File: config.mk
export PLATFORM = sky130hd
export DESIGN_NAME = code_loader
export DESIGN_NICKNAME = d
export VERILOG_FILES = /design/src/rtl/code_loader.sv
export SDC_FILE = /design/constraint.sdc
export NUM_CORES = 1
export LEC_CHECK = 0
export CAP_MARGIN = 20
export CORE_MARGIN = 2
export CORE_UTILIZATION = 48
export DETAILED_ROUTE_END_ITERATION = 7
export GPL_TIMING_DRIVEN = 0
export PLACE_DENSITY = 0.74
export SETUP_SLACK_MARGIN = 0.05
export SLEW_MARGIN = 20
export SYNTH_ARGS = -nofsm -noshare
export SYNTH_HDL_FRONTEND = slang
export SYNTH_SLANG_ARGS = --single-unit
File: constraint.sdc
create_clock -name clk -period 3.4 [get_ports clk]
set_clock_uncertainty 0.1 [all_clocks]
set_input_delay 1.02 -clock clk [delete_from_list [all_inputs] [get_ports clk]]
set_output_delay 1.02 -clock clk [all_outputs]
set_load 0.02 [all_outputs]
File: src/rtl/code_loader.sv
// Byte-stream program loader: packs little-endian bytes into words and writes
// them sequentially into code memory while holding the CPU idle.
module code_loader #(
  parameter int BIT_WIDTH     = 32,
  parameter int INST_COUNT    = 256,
  parameter int INST_COUNT_L2 = 8
) (
  input  logic                     clk,
  input  logic                     nreset,
  input  logic                     load_start,
  input  logic [INST_COUNT_L2:0]   load_len,
  input  logic                     byte_valid,
  input  logic [7:0]               byte_data,
  output logic                     byte_ready,
  output logic                     wr_en,
  output logic [INST_COUNT_L2-1:0] wr_addr,
  output logic [BIT_WIDTH-1:0]     wr_data,
  output logic                     cpu_hold,
  output logic                     done
);

  localparam int BYTES = BIT_WIDTH / 8;
  localparam int IDX_W = (BYTES > 1) ? $clog2(BYTES) : 1;
  localparam logic [INST_COUNT_L2:0] LEN_MAX = (INST_COUNT_L2 + 1)'(INST_COUNT);
  localparam logic [IDX_W-1:0] IDX_LAST = IDX_W'(BYTES - 1);

  typedef enum logic [1:0] {
    S_IDLE = 2'd0,
    S_LOAD = 2'd1,
    S_DONE = 2'd2
  } state_t;

  state_t                     state_reg;
  state_t                     state_next;
  logic [IDX_W-1:0]           idx_reg;
  logic [INST_COUNT_L2:0]     word_cnt_reg;
  logic [INST_COUNT_L2:0]     len_reg;
  logic [INST_COUNT_L2:0]     len_next;
  logic [BIT_WIDTH-1:0]       buf_reg;
  logic [BIT_WIDTH-1:0]       word_next;
  logic                       wr_en_reg;
  logic [INST_COUNT_L2-1:0]   wr_addr_reg;
  logic [BIT_WIDTH-1:0]       wr_data_reg;
  logic                       start_accept;
  logic                       byte_fire;

  assign len_next     = (load_len > LEN_MAX) ? LEN_MAX : load_len;
  assign start_accept = load_start && ((state_reg == S_IDLE) || (state_reg == S_DONE));
  assign byte_fire    = byte_valid && byte_ready;

  // Current byte merged into its lane; the completed word is taken from here
  // so the buffer can start refilling while wr_data is still being written.
  genvar gi;
  generate
    for (gi = 0; gi < BYTES; gi = gi + 1) begin : g_lane
      assign word_next[gi*8 +: 8] = (idx_reg == IDX_W'(gi)) ? byte_data : buf_reg[gi*8 +: 8];
    end
  endgenerate

  always_ff @(posedge clk) begin
    if (!nreset) begin
      state_reg <= S_IDLE;
    end else begin
      state_reg <= state_next;
    end
  end

  always_comb begin
    state_next = state_reg;
    case (state_reg)
      S_IDLE, S_DONE: begin
        if (load_start) begin
          state_next = (len_next == '0) ? S_DONE : S_LOAD;
        end
      end
      S_LOAD: begin
        // Counter reaches the length exactly in the final write cycle.
        if (word_cnt_reg == len_reg) begin
          state_next = S_DONE;
        end
      end
      default: state_next = S_IDLE;
    endcase
  end

  always_comb begin
    byte_ready = 1'b0;
    cpu_hold   = 1'b0;
    done       = 1'b0;
    case (state_reg)
      S_LOAD: begin
        byte_ready = (word_cnt_reg != len_reg);
        cpu_hold   = 1'b1;
      end
      S_DONE:  done = 1'b1;
      default: ;
    endcase
  end

  always_ff @(posedge clk) begin
    if (!nreset) begin
      idx_reg      <= '0;
      word_cnt_reg <= '0;
      len_reg      <= '0;
      buf_reg      <= '0;
      wr_en_reg    <= 1'b0;
      wr_addr_reg  <= '0;
      wr_data_reg  <= '0;
    end else begin
      wr_en_reg <= 1'b0;
      if (start_accept) begin
        idx_reg      <= '0;
        word_cnt_reg <= '0;
        len_reg      <= len_next;
      end else if (byte_fire) begin
        buf_reg <= word_next;
        if (idx_reg == IDX_LAST) begin
          idx_reg      <= '0;
          wr_en_reg    <= 1'b1;
          wr_data_reg  <= word_next;
          wr_addr_reg  <= word_cnt_reg[INST_COUNT_L2-1:0];
          word_cnt_reg <= word_cnt_reg + 1'b1;
        end else begin
          idx_reg <= idx_reg + IDX_W'(1);
        end
      end
    end
  end

  assign wr_en   = wr_en_reg;
  assign wr_addr = wr_addr_reg;
  assign wr_data = wr_data_reg;

`ifndef SYNTHESIS
  a_wr_in_load: assert property (@(posedge clk) disable iff (!nreset)
    wr_en_reg |-> (state_reg == S_LOAD));
  a_wr_addr_range: assert property (@(posedge clk) disable iff (!nreset)
    wr_en_reg |-> ({1'b0, wr_addr_reg} < LEN_MAX));
`endif

endmodule

==> results.md <==
* RSZ-0062 raised after global routing: false
* Clock power share at 36.3%
* Post-synthesis sequential area ratio at 46.3%
* Root buffer cell: clkbuf_8
* Cell Count, Final, Fillers Out at 570
* Fillers at 647
* Hold Fails Final Rpt at 0
* Die Wd at 92.5 um
* HPWL after DPL at 6.77 mm
* Reg power frac at 55.9%
* CTS buffer count at 9
* Internal at 1.42 mW
* Placement Cell Area at 4520 um^2
* Worst R2R Path Depth at 6
* Tot GR Track Use at 22.4%
* Post-Synthesis Cells at 392
* Storage cell area at 1750 um^2
* CTS Sinks at 87
* Vert. Die Dim at 92.5 um
* CP Capture Type: output pin
* Synth top area share at 46.3%
* Die area at 8560 um^2
* Max stage delay cell, worst path: dfxtp_1
* Hold Path Sink: wr_addr[6]
* Required @ worst endpoint at 2280 ps
* Drt first pass iters at 5
* Max cap viols at 0
* CTS H-Tree Depth at 3
* Switching part of the total power at 23.6%
* Top post-synthesis cells by count: 87 x dfxtp_1, 55 x mux2i_1, 55 x nand2_1
* Total Power at 1.85 mW
* Clock Path Buffers at 2
* Largest net degree at the start of global routing at 13
* DRC viols at 0
* Asr flop ratio synth at 0%
* Hold Startpoint: wr_addr[6]
* Layout net count at 492
* CTS Hold Bufs at 0
* Distinct cells, synth at 40
* Leak at 1.74 nW
* Final instance area at 4690 um^2
* Compound-Gate Fraction of Synth Area at 11.2%
* Vias at 3,057
* Area delta synth->final at 24.8%
* Placed cell count at 557
* Share of cells above drive strength 1 at 10.0%
* Post-Synth XOR/XNOR Area at 2.53%
* First-iteration detailed-routing DRC count at 173
* Vias in the first global route at 2,943
* Clock transition at the registers of the reported paths at 80 ps
* TritonCTS clock tree: yes
* # IOs at 65
* Logic gate share of total power at 7.8%
* Setup CP Type: reg2out
* Worst path max stage delay at 300 ps
* Psw at 436 uW
* Cell taking the most area after synthesis: dfxtp_1
* Worst-Skew Late Latency at 370 ps
* Worst reg2reg startpoint: idx_reg[0]
* Antenna violations before repair at 0
* Synth Warn # at 0
* Outcome: finished clean
* Mux cell area share after synthesis at 14.6%
* Tcrit/Tclk final at 87.3%
* Row Count at 32
* Leading cell type by number of instances after synthesis: dfxtp_1
* Max FFs per register at 32
* Simple-Gate Fraction of Synth Area at 18.1%
* Final WL at 9.06 mm
* #FFs+latches synth at 87
* R2r endpoint: buf_reg[20]
* WHS at 352 ps
* Top cells by area, synth: dfxtp_1 46%, mux2i_1 15%, nand2_1 5.5%
* Slew Limit Fails at 0
* Least-Margin Pin Slew at 688 ps
* Worst vdd ir at 0.196 mV
* Largest fanout on the critical path at 8
* Synthesized-area fraction occupied by adder cells at 1.66%
* EDFF count, synth at 0
* Worst path cell trace: buf_4, xnor2_2, and4_1, nand3_1, and2_1, dlymetal6s2s_1
* Port buffer count at 63
* Placeable Area at 7650 um^2
* Initial Util at 49.2%
* Pwr dens at 395 nW/um^2
* Hold WC Path Type: reg2reg
* Prevailing post-synth register cell: dfxtp_1
* Post-layout min period at 2970 ps
* R2R Setup Slk at 1430 ps
* Wire length of the first global-routing pass at 14.8 mm
* Final ANT Viol Nets at 0
* Main combinational cell family by area after synthesis: simple AND/OR/NAND/NOR gates
* Multi-input logic area at 1810 um^2
* Relative slew slack at 54.1%
* WP data arrival at 1850 ps
* Final setup viols at 0
* Max Fclk at 337 MHz
* Synth Cell Area at 3760 um^2
* Worst setup SP type: flop
* GP Congestion at 0.816
* WL/cell at 15.9 um
* Global route total overflow at 0
* ANT cells at 0
* Hold path depth at 2
* Synthesized Nets at 418
* Syn_area_per_cell at 9.59 um^2
* Final setup TNS at 0 ps
* Vias per std cell at 5.36
-- critical path, delay by kind of cell (launching register included) --
family	cells	cell delay (ps)
flops	1	300
buf+inv	2	370
xor+xnor	1	170
simple gates	3	640
-- logic make-up after synthesis --
kind of cell	count (synthesis)
adders and majority gates	5
buffers and inverters	34
and+or+nand+nor	148
muxes	55
AOI/OAI and AO/OA	53
DFF	87
xor gates and xnor gates	10
-- power by group through the flow --
stage / clock, mW / combinational (mW) / sequential, mW
finish: 0.672 / 0.144 / 1.04
global route: 0.722 / 0.156 / 1.04
CTS: 0.679 / 0.144 / 1.04
detailed placement: 0 / 0.143 / 1.06
global placement: 0 / 0.140 / 1.06
floorplan: 0 / 0.0828 / 1.06
-- worst max-delay path by stage --
| stage | start | cells after the start | endpoint |
|---|---|---|---|
| after floorplan | word_cnt_reg[4] | 5 | byte_ready |
| after global placement | word_cnt_reg[2] | 5 | byte_ready |
| after detailed placement | word_cnt_reg[4] | 6 | byte_ready |
| after CTS | word_cnt_reg[5] | 5 | byte_ready |
| after global routing | word_cnt_reg[4] | 6 | byte_ready |
| final | word_cnt_reg[4] | 6 | byte_ready |
-- per-layer routing --
layer  track usage [%]  wire length [um]
met5                 0                 0
met4              10.3               220
met3              3.99               442
met1              30.4              4360
met2              34.5              4030
-- what timing repair did --
action                                  in CTS  in global routing
endpoints found under the setup margin       0                  1
buffers inserted                             0                  0
gates resized for setup                      0                  5
-- cells in the final DEF (no fill, tap or decap), types with 5 or more instances in the layout --
master           netlist  layout
and2_1                 7       7
buf_6                  6       6
a22o_1                 7       7
nand4_1                5       5
a211oi_1              23      23
nand2_1               55      55
dfxtp_1               87      83
xnor2_1                9       9
clkbuf_1               9      11
buf_1                  5       5
buf_4                  9       9
clkdlybuf4s50_1        0      62
nor2_1                39      39
nand3_1               20      20
a31o_2                 9       9
clkbuf_8               0       9
mux2i_1               55      55
ha_1                   5       5
-- stage by stage --
stage	util, %	setup slack [ps]
CTS	61.3	95.2
global placement	59.1	519
floorplan	-	1150
finish	61.4	432
detailed placement	59.1	503
global route	61.4	343
-- cell type report --
| class | count | share of cell area, % |
|---|---|---|
| tap | 102 | 2.72 |
| clock buffer | 11 | 2.80 |
| timing repair buffer | 63 | 13.5 |
| clock inverter | 2 | 0.747 |
| inverter | 3 | 0.240 |
| buffer | 31 | 4.21 |
| sequential | 87 | 37.2 |
| multi-input combinational | 271 | 38.6 |
No activity file was read; power rests on OpenSTA's default activity.
